File: config.mk
export PLATFORM = sky130hd
export DESIGN_NAME = io_bus_controller_flat
export DESIGN_NICKNAME = d
export VERILOG_FILES = /design/src/rtl/io_bus_if.sv /design/src/rtl/io_bus_controller.sv /design/src/flat_wrapper.sv
export SDC_FILE = /design/constraint.sdc
export NUM_CORES = 1
export LEC_CHECK = 0
export ABC_AREA = 1
export CORE_ASPECT_RATIO = 0.9
export CORE_MARGIN = 2
export CORE_UTILIZATION = 50
export CTS_CLUSTER_DIAMETER = 80
export DETAILED_ROUTE_END_ITERATION = 10
export PLACE_DENSITY = 0.74
export SYNTH_ARGS = -nofsm -noshare
export SYNTH_HDL_FRONTEND = slang
export SYNTH_SLANG_ARGS = --single-unit
File: constraint.sdc
create_clock -name clk -period 3.9 [get_ports clk]
set_clock_uncertainty 0.05 [all_clocks]
set_input_delay 0.39 -clock clk [delete_from_list [all_inputs] [get_ports clk]]
set_output_delay 0.39 -clock clk [all_outputs]
set_load 0.03 [all_outputs]
File: src/rtl/io_bus_if.sv
// Data-bus port bundle between the processor's memory stage and the I/O slave.
// Reads are registered in the slave, so rdata/rhit belong to the cycle after re.
interface io_bus_if #(
  parameter int DBITS = 32
);
  logic [DBITS-1:0] addr;
  logic [DBITS-1:0] wdata;
  logic             we;
  logic             re;
  logic [DBITS-1:0] rdata;
  logic             rhit;

  modport master (
    output addr, wdata, we, re,
    input  rdata, rhit
  );

  modport slave (
    input  addr, wdata, we, re,
    output rdata, rhit
  );
endinterface

File: src/rtl/io_bus_controller.sv
// Memory-mapped I/O slave: HEX/LEDR/LEDG output registers, synchronised
// KEY/SW inputs, sticky key-press edge capture and a prescaled interval timer.
// Read data is registered so it lines up with synchronous data-memory reads.
module io_bus_controller #(
  parameter int               DBITS     = 32,
  parameter logic [DBITS-1:0] BASE_ADDR = 32'hF0000000,
  parameter int               HEX_BITS  = 16,
  parameter int               LEDR_BITS = 10,
  parameter int               LEDG_BITS = 8,
  parameter int               KEY_BITS  = 4,
  parameter int               SW_BITS   = 10,
  parameter int               PRESCALE  = 50000
) (
  input  logic                 clk,
  input  logic                 reset,
  io_bus_if.slave              bus,
  input  logic [KEY_BITS-1:0]  key_n,
  input  logic [SW_BITS-1:0]   sw,
  output logic [HEX_BITS-1:0]  hex,
  output logic [LEDR_BITS-1:0] ledr,
  output logic [LEDG_BITS-1:0] ledg,
  output logic                 irq
);

  localparam logic [DBITS-1:0] A_HEX   = BASE_ADDR + DBITS'(8'h00);
  localparam logic [DBITS-1:0] A_LEDR  = BASE_ADDR + DBITS'(8'h04);
  localparam logic [DBITS-1:0] A_LEDG  = BASE_ADDR + DBITS'(8'h08);
  localparam logic [DBITS-1:0] A_KDATA = BASE_ADDR + DBITS'(8'h10);
  localparam logic [DBITS-1:0] A_SDATA = BASE_ADDR + DBITS'(8'h14);
  localparam logic [DBITS-1:0] A_KEDGE = BASE_ADDR + DBITS'(8'h18);
  localparam logic [DBITS-1:0] A_TCNT  = BASE_ADDR + DBITS'(8'h20);
  localparam logic [DBITS-1:0] A_TLIM  = BASE_ADDR + DBITS'(8'h24);
  localparam logic [DBITS-1:0] A_TCTL  = BASE_ADDR + DBITS'(8'h28);

  // Prescaler width guarded so PRESCALE=1 still yields a legal 1-bit counter.
  localparam int             PW       = (PRESCALE > 1) ? $clog2(PRESCALE) : 1;
  localparam logic [PW-1:0]  PRE_LAST = PW'(PRESCALE - 1);

  // Synchronisers hold the pressed (active-high) sense so reset means "released".
  logic [KEY_BITS-1:0] key_s1, key_s2, key_prev;
  logic [SW_BITS-1:0]  sw_s1, sw_s2;
  logic [KEY_BITS-1:0] kedge;
  logic [KEY_BITS-1:0] key_rise;
  logic [KEY_BITS-1:0] kedge_clr;

  logic [DBITS-1:0] tcnt;
  logic [DBITS-1:0] tlim;
  logic [PW-1:0]    pre;
  logic             en, ready, ovf;
  logic             tick, wrap;

  logic             wr_hex, wr_ledr, wr_ledg, wr_kedge, wr_tcnt, wr_tlim, wr_tctl;
  logic             rd_hit;
  logic [DBITS-1:0] rd_val;

  assign wr_hex   = bus.we && (bus.addr == A_HEX);
  assign wr_ledr  = bus.we && (bus.addr == A_LEDR);
  assign wr_ledg  = bus.we && (bus.addr == A_LEDG);
  assign wr_kedge = bus.we && (bus.addr == A_KEDGE);
  assign wr_tcnt  = bus.we && (bus.addr == A_TCNT);
  assign wr_tlim  = bus.we && (bus.addr == A_TLIM);
  assign wr_tctl  = bus.we && (bus.addr == A_TCTL);

  assign key_rise  = key_s2 & ~key_prev;
  assign kedge_clr = wr_kedge ? bus.wdata[KEY_BITS-1:0] : '0;

  // A tick is the last prescaler count; wrap is a tick that hits the limit.
  assign tick = en && (pre == PRE_LAST);
  assign wrap = tick && (tlim != '0) && (tcnt == tlim - DBITS'(1));

  assign irq = ready | (|kedge);

  // Two-flop input synchronisers plus the delayed key copy for edge detection.
  always_ff @(posedge clk or negedge reset) begin
    if (!reset) begin
      key_s1   <= '0;
      key_s2   <= '0;
      key_prev <= '0;
      sw_s1    <= '0;
      sw_s2    <= '0;
    end else begin
      key_s1   <= ~key_n;
      key_s2   <= key_s1;
      key_prev <= key_s2;
      sw_s1    <= sw;
      sw_s2    <= sw_s1;
    end
  end

  // Board output registers, loaded from the low bits of the store data.
  always_ff @(posedge clk or negedge reset) begin
    if (!reset) begin
      hex  <= '0;
      ledr <= '0;
      ledg <= '0;
    end else begin
      if (wr_hex)  hex  <= bus.wdata[HEX_BITS-1:0];
      if (wr_ledr) ledr <= bus.wdata[LEDR_BITS-1:0];
      if (wr_ledg) ledg <= bus.wdata[LEDG_BITS-1:0];
    end
  end

  // Sticky key-press capture; a new press outranks a same-cycle clear.
  always_ff @(posedge clk or negedge reset) begin
    if (!reset) kedge <= '0;
    else        kedge <= (kedge & ~kedge_clr) | key_rise;
  end

  // Interval timer: prescaler, counter, limit and control/status flags.
  always_ff @(posedge clk or negedge reset) begin
    if (!reset) begin
      pre   <= '0;
      tcnt  <= '0;
      tlim  <= '0;
      en    <= 1'b0;
      ready <= 1'b0;
      ovf   <= 1'b0;
    end else begin
      if (wr_tcnt || wr_tlim) pre <= '0;
      else if (tick)          pre <= '0;
      else if (en)            pre <= pre + PW'(1);

      if (wr_tcnt)   tcnt <= bus.wdata;
      else if (wrap) tcnt <= '0;
      else if (tick) tcnt <= tcnt + DBITS'(1);

      if (wr_tlim) tlim <= bus.wdata;
      if (wr_tctl) en   <= bus.wdata[2];

      if (wrap && ready)               ovf <= 1'b1;
      else if (wr_tctl && !bus.wdata[1]) ovf <= 1'b0;

      if (wrap)                        ready <= 1'b1;
      else if (wr_tctl && !bus.wdata[0]) ready <= 1'b0;
    end
  end

  // Read decode from current (pre-write) register values, zero-extended.
  always_comb begin
    rd_hit = 1'b1;
    rd_val = '0;
    if (bus.addr == A_HEX)        rd_val = DBITS'(hex);
    else if (bus.addr == A_LEDR)  rd_val = DBITS'(ledr);
    else if (bus.addr == A_LEDG)  rd_val = DBITS'(ledg);
    else if (bus.addr == A_KDATA) rd_val = DBITS'(key_s2);
    else if (bus.addr == A_SDATA) rd_val = DBITS'(sw_s2);
    else if (bus.addr == A_KEDGE) rd_val = DBITS'(kedge);
    else if (bus.addr == A_TCNT)  rd_val = tcnt;
    else if (bus.addr == A_TLIM)  rd_val = tlim;
    else if (bus.addr == A_TCTL)  rd_val = DBITS'({en, ovf, ready});
    else                          rd_hit = 1'b0;
  end

  // Registered read port; holds its value between loads.
  always_ff @(posedge clk or negedge reset) begin
    if (!reset) begin
      bus.rdata <= '0;
      bus.rhit  <= 1'b0;
    end else if (bus.re) begin
      bus.rdata <= rd_val;
      bus.rhit  <= rd_hit;
    end
  end

endmodule

File: src/flat_wrapper.sv
// flat-port wrapper written by rule: the top's interface ports become plain ports
module io_bus_controller_flat 
#(
  parameter int               DBITS     = 32,
  parameter logic [DBITS-1:0] BASE_ADDR = 32'hF0000000,
  parameter int               HEX_BITS  = 16,
  parameter int               LEDR_BITS = 10,
  parameter int               LEDG_BITS = 8,
  parameter int               KEY_BITS  = 4,
  parameter int               SW_BITS   = 10,
  parameter int               PRESCALE  = 50000
)
  (clk, reset, key_n, sw, hex, ledr, ledg, irq, bus_addr, bus_wdata, bus_we, bus_re, bus_rdata, bus_rhit);
  io_bus_if #(.DBITS(DBITS)) bus_i ();
  input  logic clk;
  input  logic reset;
  input  logic [KEY_BITS-1:0] key_n;
  input  logic [SW_BITS-1:0] sw;
  output logic [HEX_BITS-1:0] hex;
  output logic [LEDR_BITS-1:0] ledr;
  output logic [LEDG_BITS-1:0] ledg;
  output logic irq;
  input wire logic [$bits(bus_i.addr)-1:0] bus_addr;
  input wire logic [$bits(bus_i.wdata)-1:0] bus_wdata;
  input wire logic [$bits(bus_i.we)-1:0] bus_we;
  input wire logic [$bits(bus_i.re)-1:0] bus_re;
  output wire logic [$bits(bus_i.rdata)-1:0] bus_rdata;
  output wire logic [$bits(bus_i.rhit)-1:0] bus_rhit;
  assign bus_i.addr = bus_addr;
  assign bus_i.wdata = bus_wdata;
  assign bus_i.we = bus_we;
  assign bus_i.re = bus_re;
  assign bus_rdata = bus_i.rdata;
  assign bus_rhit = bus_i.rhit;
  io_bus_controller #(.DBITS(DBITS), .BASE_ADDR(BASE_ADDR), .HEX_BITS(HEX_BITS), .LEDR_BITS(LEDR_BITS), .LEDG_BITS(LEDG_BITS), .KEY_BITS(KEY_BITS), .SW_BITS(SW_BITS), .PRESCALE(PRESCALE)) u_core (.clk(clk), .reset(reset), .bus(bus_i), .key_n(key_n), .sw(sw), .hex(hex), .ledr(ledr), .ledg(ledg), .irq(irq));
endmodule
== Yosys cells after proc, flatten, opt, wreduce, memory -nomap -nowiden ==
Cells that the tools add are included.
Storage, ports and cells
  output and inout bits: 68
  flip-flop bits (word level): 186
Operators by class
  muxes and demuxes: 29
  add/sub/neg operators: 3
  reductions and logical operators: 22
  bitwise logic cells: 7
  equal/unequal tests: 11
Operators by type and width (number)
  2-to-1 mux 32 bit: 11
  == test 32 bit, second input constant: 9
  2-to-1 mux 16 bit: 3
  adder 32 x 1 -> 32 bit, second input constant: 1
  == test 32 bit: 1
  nonzero test 32 bit: 1
  subtractor 32 x 1 -> 32 bit, second input constant: 1
  adder 16 x 1 -> 16 bit, second input constant: 1
  == test 16 bit, second input constant: 1
  logical AND 1 bit: 13
  2-to-1 mux 1 bit: 13
  inverter 4 bit: 3
  AND 4 bit: 2
  nonzero test 3 bit: 2
  2-to-1 mux 4 bit: 1
  OR 4 bit: 1
  nonzero test 2 bit: 2
  OR reduction 4 bit: 1
  2-to-1 mux 3 bit: 1
  zero test 1 bit: 2
  logical OR 1 bit: 1
  OR 1 bit: 1

== Depth between registers and ports, before layout ==
Gate-level depths: netlist of the first run.
  word-level depth: 10
  depth in mapped cells: 19
  gate-level depth less buffers: 18

== Worst setup path after synthesis of the first run ==
OpenSTA, ideal clock, no wires.
  path kind: reg-to-reg
  start: register u_core.tlim[0]
  end: register u_core.tcnt[23]
  arrival: 2205 ps
  required time: 3733 ps
  cell stages (with the launch flop): 18
  setup slack: 1527 ps
  clock period less this slack: 2373 ps
  cells stage by stage: dfrtp_1 > inv_1 > ha_1 > nand2_2 > nor2_4 > nand3_4 > nor2_4 > nand2_1 > nand2_1 > nand2_1 > nand3b_4 > nor2_2 > nand4_4 > buf_6 > nand3_1 > nand2_1 > nand2_1 > nand2_1
Between the ends
  word-level cells in the longest chain between the ends: 5
  elaborated cells between the ends (all ways): 8
Ends and longest elaborated chain
  start: declaration: line io_bus_controller.sv:47  | logic [DBITS-1:0] tlim;
  start signal: assignment: line io_bus_controller.sv:127  | if (wr_tlim) tlim <= bus.wdata;
  subtractor 32 x 1 -> 32 bit or nonzero test 32 bit (tied branches): line io_bus_controller.sv:69  | assign wrap = tick && (tlim != '0) && (tcnt == tlim - DBITS'(1));
  == test 32 bit or logical AND 1 bit (tied branches): line io_bus_controller.sv:69
  logical AND 1 bit (*): line io_bus_controller.sv:69
  2-to-1 mux 32 bit: line io_bus_controller.sv:124  | else if (wrap) tcnt <= '0;
  2-to-1 mux 32 bit: line io_bus_controller.sv:123  | if (wr_tcnt) tcnt <= bus.wdata;
  end signal: assignment: line io_bus_controller.sv:123
  end signal: assignment: line io_bus_controller.sv:125  | else if (tick) tcnt <= tcnt + DBITS'(1);
  end: declaration: line io_bus_controller.sv:46  | logic [DBITS-1:0] tcnt;
Mark *: on every way between the ends. The rest lies on a longest branch, timed or not.
A chain may end at the register's enable or synchronous reset.

== Final worst setup path of the first run ==
  start: register u_core.tlim[0]
  end: register u_core.tcnt[30]
Same word-level chain as after synthesis.

==> impl_metrics.py, run 1 <==
metrics = {
    "drt": {
        "num_vias": 11031,
        "wl_um": 35300,
        "wl_per_cell_um": 18.0,
        "ant_nets": 0,
        "drt_iter0_markers": 1145,
        "vias_per_cell": 5.62,
        "drc_errors": 0,
        "dr.pass1.iters": 9,
    },
    "cts": {
        "post-cts-setup-buffers": 0,
        "cts_root_buffer": "clkbuf_16",
        "cts_tree": "built",
        "numCtsBuffers": 17,
        "cts.hold.buffers_added": 0,
        "cts_max_path_buffers": 2,
        "cts_sinks": 186,
        "h-tree-depth": 4,
        "cts.clk_slew.worst_paths_ns": 0.08,
        "cts.repair.resized": 0,
        "clk_latency_ns": 0.45,
    },
    "sta": {
        "hold_violations": 26,
        "drv_slew": 0,
        "clock.fmax_ghz": 0.307,
        "tns_ns": 0,
        "whs_ns": -0.0520,
        "rsz0062_at_grt": "no",
        "relSlewSlack": 0.401,
        "finalCritPeriodShare": 0.835,
        "tightest_slew_ns": 0.897,
        "min_period_ns": 3.26,
        "setup_ws_ns": 0.644,
        "setup_viol": 0,
    },
    "synthesis": {
        "yosysWarnings": 0,
        "yosysSeqAreaShare": 0.418,
        "synth_cell_types": 45,
        "synth_area_um2": 11100,
        "ys_ff_latch": 186,
        "avgSynthCellArea_um2": 7.28,
        "syn-num-nets": 1614,
        "synth_cells": 1528,
    },
    "outcome": {
        "violations": "hold timing",
        "status": "complete, but fails checks",
    },
    "place": {
        "hpwl_um": 26700,
        "dp.cells": 1932,
        "portBuffers": 149,
        "preCtsSetupSlack_ns": 0.560,
        "place_congestion": 0.955,
    },
    "power_and_ir_drop": {
        "static-leakage-power_nw": 6.75,
        "power_frac_comb": 0.057,
        "power.share.clock": 0.449,
        "p_per_area_nw_per_um2": 293,
        "seqPwrFrac": 0.493,
        "swShare": 0.264,
        "p_int_mw": 2.92,
        "vdd_drop_max_uv": 277,
        "p_sw_mw": 1.05,
    },
    "finish": {
        "area_growth_pct": 21.6,
        "drive_above_1_share": 0.0765,
        "multi_input_area_um2": 5570,
        "layout.nets": 1746,
        "fillCellCount": 2002,
        "postLayoutCoreUtil": 0.622,
        "regArea_um2": 4650,
        "stdcell_count": 1964,
        "antenna_cells": 0,
    },
    "floorplanning": {
        "die-area_um2": 23500,
        "start_util": 0.511,
        "core_area_um2": 21800,
        "die_h_um": 146,
        "num_io_pins": 150,
        "rows": 51,
        "die_w_um": 161,
    },
    "setup_path": {
        "crit_fanout": 24,
        "arrival_ns": 3.55,
        "worst_ep_required_time_ns": 4.19,
        "path_class": "register to register",
        "end_kind": "register",
        "worstSetupStartpointType": "register",
    },
    "run": {
        "drv_cap": 0,
    },
    "worst_hold_path": {
        "min_path_type": "input pin to asynchronous set/reset pin",
    },
    "grt": {
        "antenna_found_initial": 0,
        "grt_pass1_vias": 10227,
        "overflow": 0,
        "grt_first_pass_wirelength_um": 56000,
        "grt_start_max_net_pins": 99,
        "grt_usage": 0.307,
    },
}
layer usage:
layer | global-route usage | wire length [um]
met5 | 0 | 0
met4 | 0.0763 | 543
met3 | 0.0829 | 4050
met2 | 0.433 | 14900
met1 | 0.466 | 15800
final timing paths:
check | start | end | slack [ns] | cells after the start
worst max-delay path | u_core.tlim[0] | u_core.tcnt[30] | 0.64 | 16
worst min-delay path | reset | u_core.key_s1[2] | -0.05 | 1
worst max register to register | u_core.tlim[0] | u_core.tcnt[30] | 0.64 | 16
worst min register to register | u_core.sw_s1[9] | u_core.sw_s2[9] | 0.30 | 0
max in group asynchronous | reset | u_core.tcnt[19] | 2.89 | 2
min in group clk | u_core.sw_s1[9] | u_core.sw_s2[9] | 0.30 | 0
power groups by stage:
stage / combinational, mW / sequential (mW) / clock, mW
floorplan: 0.0428 / 2.00 / 0
global placement: 0.226 / 1.99 / 0
detailed placement: 0.226 / 2.00 / 0
CTS: 0.227 / 1.96 / 1.80
global route: 0.246 / 1.96 / 1.89
finish: 0.228 / 1.96 / 1.78
cells in the mapped netlist, drive strengths merged:
cell     count  area share
o21bai       5      0.0034
inv        169       0.057
xor2        33       0.026
dfrtp      186        0.42
buf         14      0.0082
a21oi       24       0.011
o31ai       15       0.010
o221ai       9      0.0071
a211oi       2      0.0013
nor4         7      0.0039
a41oi        2      0.0016
nor3        35       0.018
o22ai       19       0.011
nand3b       7      0.0058
a21boi       2      0.0013
or2          3      0.0017
nor2       163       0.063
mux2        16       0.016
o21ai      112       0.050
clkbuf      47       0.016
o2111ai      1     0.00079
nand4       60       0.036
clkinv       2     0.00067
a31oi        6      0.0034
xor3         1      0.0021
xnor2       18       0.014
nand2      457        0.16
nand3      108       0.051
ha           4      0.0045
nor3b        1     0.00067
cell usage in the layout, fill, tap and decap left out, drive strengths merged:
master         instances
nor3                  35
clkinv                 8
inv                  177
buf                   25
o21bai                 5
nor3b                  1
a211oi                 2
nand3b                 7
o22ai                 19
o2111ai                1
clkbuf                19
nand2                457
dfrtp                186
clkdlybuf4s50        148
xor2                  33
a21boi                 2
nand3                108
o221ai                 9
nand4                 60
o31ai                 15
o21ai                112
nor4                   7
or2                    3
a31oi                  6
mux2                  16
xnor2                 18
nor2                 163
a41oi                  2
a21oi                 24
ha                     4
xor3                   1
cell families after synthesis:
| family | after synthesis | synth area share |
|---|---|---|
| buffers and inverters | 232 | 0.0817 |
| adders and majority gates | 4 | 0.00450 |
| DFF | 186 | 0.418 |
| muxes | 16 | 0.0162 |
| and+or+nand+nor | 841 | 0.336 |
| xor gates and xnor gates | 52 | 0.0423 |
| AOI/OAI and AO/OA | 197 | 0.101 |
registers in the layout (all words and copies together) (netlist names), 4 cells and up:
register / count
u_core.pre: 16
u_core.key_s1: 4
u_core.hex: 16
u_core.tlim: 32
u_core.kedge: 4
u_core.ledg: 8
u_core.ledr: 10
u_core.key_prev: 4
u_core.sw_s2: 10
u_core.key_s2: 4
u_core.tcnt: 32
u_core.bus.rdata: 32
u_core.sw_s1: 10
metrics by stage:
step | power, mW | instance area (um2)
detailed placement | 2.22 | 12900
finish | 3.97 | 13500
global route | 4.10 | 13500
floorplan | 2.05 | 11100
global placement | 2.22 | 12900
CTS | 3.99 | 13500
cell type report:
cell class	instances	area share
clock buffer	18	0.0317
sequential	186	0.344
multi-input combinational	1110	0.412
timing repair buffer	174	0.125
clock inverter	14	0.0128
inverter	171	0.0474
tap	291	0.0269
worst max-delay path, cell delays in order (launching register included):
cell and delay [ns]:
dfrtp_1 0.45, inv_1 0.16, ha_1 0.29, nand2_2 0.13, nor2_4 0.19, nand3_4 0.13
nor2_4 0.17, nand3b_1 0.09, a21boi_1 0.20, nand2_1 0.11, nor2_2 0.16, nand4_4 0.34
buf_4 0.35, nand3_1 0.09, nand2_1 0.09, nand2_1 0.06, nand2_1 0.06
Note: power is estimated with default switching activity, not from simulation.
==> run 2: changes to the inputs <==
clock period = 3.1 ns   (was 3.9 ns; I/O delays follow)
==> run 2 against run 1 <==
Effect of this change: highest routed layer is now met5; combinational power up 29%; non-clock buffer count rose by 24; clock power increased by 25%; critical path depth rose by 1; the flow now finishes without violations.
==> impl_metrics.py, run 2 (synthesized netlist as in run 1, its figures left out) <==
metrics = {
    "finish": {
        "area_growth_pct": 23.5,
        "layout_common_cells": "nand2_1 (451), dfrtp_1 (186), inv_1 (161), clkdlybuf4s50_1 (148), nor2_1 (138)",
        "drive_above_1_share": 0.0896,
        "stdcell_count": 1987,
        "mostFrequentLayoutCell": "nand2_1",
        "largestRegisters": "u_core.bus.rdata: 32 flops, u_core.tcnt: 32 flops, u_core.tlim: 32 flops",
        "antenna_cells": 0,
        "layout.nets": 1770,
    },
    "sta": {
        "rsz0062_at_grt": "no",
        "hold_violations": 0,
        "setup_ws_ns": 0.288,
        "tns_ns": 0,
        "min_period_ns": 2.81,
        "finalCritPeriodShare": 0.907,
        "clock.fmax_ghz": 0.356,
        "drv_slew": 0,
        "setup_viol": 0,
        "tightest_slew_ns": 0.637,
        "relSlewSlack": 0.575,
        "whs_ns": 0.247,
    },
    "drt": {
        "ant_nets": 0,
        "drc_errors": 0,
        "drt_iter0_markers": 1373,
        "wl_um": 36600,
        "dr.pass1.iters": 6,
        "vias_per_cell": 5.59,
        "num_vias": 11098,
        "wl_per_cell_um": 18.4,
    },
    "outcome": {
        "status": "finished clean",
    },
    "worst_hold_path": {
        "hold_depth": 1,
        "whs_endpoint": "u_core.sw_s1[8]",
        "min_path_type": "input pin to register",
        "hold_start": "sw[8]",
    },
    "place": {
        "place_congestion": 0.967,
        "preCtsSetupSlack_ns": 0.152,
        "portBuffers": 149,
        "dp.cells": 1955,
        "hpwl_um": 28200,
    },
    "setup_path": {
        "worst_ep_required_time_ns": 3.38,
        "worstSetupStartpointType": "register",
        "r2r-start": "u_core.tlim[17]",
        "r2r_end": "u_core.tcnt[26]",
        "path_class": "register to register",
        "crit_fanout": 45,
        "end_kind": "register",
        "ff2ff_setup_slack_ns": 0.29,
        "r2r_cells": 17,
        "arrival_ns": 3.09,
        "timing.critical_path.from": "u_core.tlim[17]",
    },
    "cts": {
        "post-cts-setup-buffers": 0,
        "numCtsBuffers": 17,
        "cts.clk_slew.worst_paths_ns": 0.08,
        "clk_latency_ns": 0.44,
        "h-tree-depth": 4,
        "cts_max_path_buffers": 2,
        "cts_tree": "built",
        "cts_sinks": 186,
        "cts_root_buffer": "clkbuf_16",
    },
    "floorplanning": {
        "num_io_pins": 150,
        "start_util": 0.511,
        "rows": 51,
        "core_area_um2": 21800,
        "die-area_um2": 23500,
        "die_h_um": 146,
        "die_w_um": 161,
    },
    "grt": {
        "grt_pass1_vias": 10508,
        "overflow": 0,
        "antenna_found_initial": 0,
        "grt_start_max_net_pins": 80,
        "grt_usage": 0.317,
        "grt_first_pass_wirelength_um": 57700,
    },
    "power_and_ir_drop": {
        "p_per_area_nw_per_um2": 363,
        "vdd_drop_max_uv": 290,
        "static-leakage-power_nw": 6.87,
    },
    "run": {
        "drv_cap": 0,
    },
}
-- run 2: report_power, final --
| group | switching [mW] | internal (mW) | total (mW) |
|---|---|---|---|
| sequential | 0.0123 | 2.45 | 2.46 |
| clock | 1.13 | 1.10 | 2.23 |
| combinational | 0.166 | 0.128 | 0.294 |
-- run 2: critical path: stages, from the launching register on --
cell	delay [ns]
dfrtp_1	0.51
nor2_2	0.23
nand2_1	0.13
nor2_2	0.27
nand2_1	0.16
nor2_1	0.17
nand2_1	0.06
nand3_1	0.08
nand2_1	0.07
nor2_1	0.08
nand2_1	0.07
nor2_2	0.13
nand4_4	0.13
buf_6	0.25
nand3_1	0.11
nand2_1	0.07
nand2_1	0.06
nand2_1	0.07
-- run 2: final cells by class --
class                   count  area (um2)
inverters                 171         642
flip-flops and latches    186        4650
well taps                 291         364
clock buffers              17         425
fillers                  1944        8020
multi-input cells        1110        5580
clock inverters            14         178
repair buffers            198        1890
-- run 2: worst max-delay path by stage --
stage	end	slack, ns	depth (start not counted)
after floorplan	u_core.tcnt[23]	0.73	17
after global placement	u_core.bus.rdata[0]	0.13	16
after detailed placement	u_core.bus.rdata[0]	0.15	16
after CTS	u_core.tcnt[16]	0.21	17
after global routing	u_core.tcnt[29]	0.03	17
final	u_core.tcnt[26]	0.29	17
-- run 2: metrics by stage --
| stage | utilization | area (um2) | power (mW) |
|---|---|---|---|
| 2_1_floorplan | - | 11100 | 2.57 |
| 6_report | 0.631 | 13700 | 4.99 |
| 5_1_grt | 0.631 | 13700 | 5.15 |
| 3_3_place_gp | 0.603 | 13100 | 2.80 |
| 3_5_place_dp | 0.603 | 13100 | 2.80 |
| 4_1_cts | 0.631 | 13700 | 5.01 |
-- run 2: what timing repair did --
item / in CTS / in global routing
hold buffers: 1 / 0
setup endpoints to repair: 0 / 22
endpoints found under the hold margin: 76 / 0
resized for setup: 0 / 3
-- run 2: per-layer routing --
layer / wire [um] / vias to the layer above / track usage
met5: 41 / - / 0
met4: 524 / 2 / 0.0674
met3: 4410 / 44 / 0.0918
met2: 15400 / 554 / 0.449
met1: 16300 / 5199 / 0.482
li1: - / 5299 / -
==> run 3: changes to the inputs <==
GPL_ROUTABILITY_DRIVEN = 0   (was not set)
==> run 3 against run 2 <==
Effect of this change: sequential share of layout area up 0.18 points; clock power about the same; count of clock-buffer cells in the layout up 1; hold slack worse by 0.00088 ns; maximum frequency down 3.3%; utilization down 0.34 points; die area unchanged; global-route usage down 1.3 points; critical path depth down 2; worst setup slack worse by 0.095 ns; register-to-register slack worse by 0.095 ns; critical endpoint is now u_core.tcnt[13]; largest cell class unchanged; highest routed layer is now met4.
==> impl_metrics.py, run 3 (synthesized netlist as in run 1, its figures left out) <==
metrics = {
    "setup_path": {
        "worst_ep_required_time_ns": 3.38,
        "cp_cell_sequence": "nor2_1, nand3_1, nor2_2, nand3_1, nand2_1, nand2_1, nor2_1, nand3b_1, nor2_1, nand4_4, buf_6, nand3_1, nand2_1, nand2_1, nand2_1",
        "worstSetupStartpointType": "register",
        "critical_path.slowest_cell": "dfrtp_1",
        "cp_top_family": "simple AND/OR/NAND/NOR gates",
        "slowest_delay_ns": 0.49,
        "crit_fanout": 45,
        "crit_path_frequent_cell": "nand2_1",
        "end_kind": "register",
        "crit_buf_inv": 1,
        "path_class": "register to register",
        "arrival_ns": 3.18,
    },
    "sta": {
        "rsz0062_at_grt": "no",
        "relSlewSlack": 0.545,
        "tns_ns": 0,
        "setup_viol": 0,
        "finalCritPeriodShare": 0.938,
        "min_period_ns": 2.91,
        "whs_ns": 0.246,
        "hold_violations": 0,
        "clock.fmax_ghz": 0.344,
        "drv_slew": 0,
        "tightest_slew_ns": 0.682,
    },
    "drt": {
        "num_vias": 11073,
        "drt_iter0_markers": 1359,
        "ant_nets": 0,
        "wl_um": 35000,
        "vias_per_cell": 5.60,
        "drc_errors": 0,
        "wl_per_cell_um": 17.7,
        "dr.pass1.iters": 6,
    },
    "floorplanning": {
        "die_h_um": 146,
        "die-area_um2": 23500,
        "start_util": 0.511,
        "num_io_pins": 150,
        "core_area_um2": 21800,
        "die_w_um": 161,
        "rows": 51,
    },
    "grt": {
        "grt_first_pass_wirelength_um": 56200,
        "antenna_found_initial": 0,
        "overflow": 0,
        "grt_usage": 0.304,
        "grt_pass1_vias": 10421,
        "grt_start_max_net_pins": 81,
    },
    "power_and_ir_drop": {
        "static-leakage-power_nw": 6.83,
        "vdd_drop_max_uv": 349,
        "swShare": 0.260,
        "p_sw_mw": 1.30,
        "p_per_area_nw_per_um2": 365,
        "power.share.clock": 0.448,
        "power_frac_comb": 0.058,
        "p_int_mw": 3.69,
        "seqPwrFrac": 0.494,
    },
    "cts": {
        "cts_sinks": 186,
        "clk_latency_ns": 0.44,
        "numCtsBuffers": 17,
        "cts_tree": "built",
        "h-tree-depth": 4,
        "cts_max_path_buffers": 2,
        "cts_root_buffer": "clkbuf_16",
        "cts.clk_slew.worst_paths_ns": 0.08,
    },
    "finish": {
        "multi_input_area_um2": 5590,
        "fillCellCount": 1905,
        "layout_common_cells": "nand2_1 (451), dfrtp_1 (186), inv_1 (161), clkdlybuf4s50_1 (148), nor2_1 (137)",
        "drive_above_1_share": 0.0859,
        "antenna_cells": 0,
        "regArea_um2": 4650,
        "area_growth_pct": 22.8,
        "mostFrequentLayoutCell": "nand2_1",
        "largestRegisters": "u_core.bus.rdata: 32 flops, u_core.tcnt: 32 flops, u_core.tlim: 32 flops",
        "postLayoutCoreUtil": 0.628,
        "layout.nets": 1761,
    },
    "outcome": {
        "status": "finished clean",
    },
    "place": {
        "portBuffers": 149,
        "hpwl_um": 26600,
    },
    "worst_hold_path": {
        "min_path_type": "input pin to register",
    },
    "run": {
        "drv_cap": 0,
    },
}
==> run 3: path summary, 6_finish.rpt <==
kind	cells past startpoint	slack (ns)	from	end
worst max-delay path	15	0.19	u_core.tlim[3]	u_core.tcnt[13]
worst min-delay path	1	0.25	sw[9]	u_core.sw_s1[9]
worst max register to register	15	0.19	u_core.tlim[3]	u_core.tcnt[13]
worst min register to register	0	0.30	u_core.sw_s1[3]	u_core.sw_s2[3]
max in group asynchronous	3	1.70	reset	u_core.bus.rdata[15]
min in group asynchronous	2	0.40	reset	u_core.sw_s1[0]
==> run 3: layout make-up <==
type / instances / share of cell area
well taps: 291 / 0.0266
repair buffers: 189 / 0.133
multi-input cells: 1110 / 0.409
clock buffers: 18 / 0.0321
inverters: 171 / 0.0470
clock inverters: 14 / 0.0123
flip-flops and latches: 186 / 0.341
==> run 3: timing repair <==
action,CTS,global route
resized for setup,0,4
endpoints found under the hold margin,77,0
endpoints found under the setup margin,0,23
setup buffers,0,0
hold buffers,1,0
==> run 3: power by group through the flow <==
stage / Clock [mW] / Combinational [mW] / Sequential (mW)
after floorplan: 0 / 0.0538 / 2.52
after global placement: 0 / 0.287 / 2.51
after detailed placement: 0 / 0.288 / 2.51
after CTS: 2.25 / 0.291 / 2.46
after global routing: 2.35 / 0.314 / 2.47
final: 2.23 / 0.291 / 2.46
==> run 3: through the flow <==
| step | instance area [um2] | setup WS [ns] | power, mW | instances |
|---|---|---|---|---|
| detailed placement | 13000 | 0.125 | 2.80 | 1946 |
| floorplan | 11100 | 0.727 | 2.57 | 1528 |
| global placement | 13000 | 0.197 | 2.80 | 1946 |
| CTS | 13700 | 0.211 | 5.01 | 1979 |
| global route | 13700 | 0.0118 | 5.13 | 1979 |
| finish | 13700 | 0.192 | 4.99 | 1979 |
==> run 3: worst register-to-register path, cell delays in order, from the launching register on <==
cell and delay (ns):
dfrtp_1 0.49, nor2_1 0.26, nand3_1 0.27, nor2_2 0.30
nand3_1 0.16, nand2_1 0.10, nand2_1 0.05, nor2_1 0.13
nand3b_1 0.09, nor2_1 0.18, nand4_4 0.17, buf_6 0.25
nand3_1 0.14, nand2_1 0.07, nand2_1 0.05, nand2_1 0.05
==> run 3: layer usage <==
layer  up-vias  GRT usage  share of wire
met5         -          0              0
met4         0     0.0799          0.020
met3        62     0.0806           0.12
met2       606      0.440           0.42
met1      5124      0.453           0.44
li1       5281          -              -
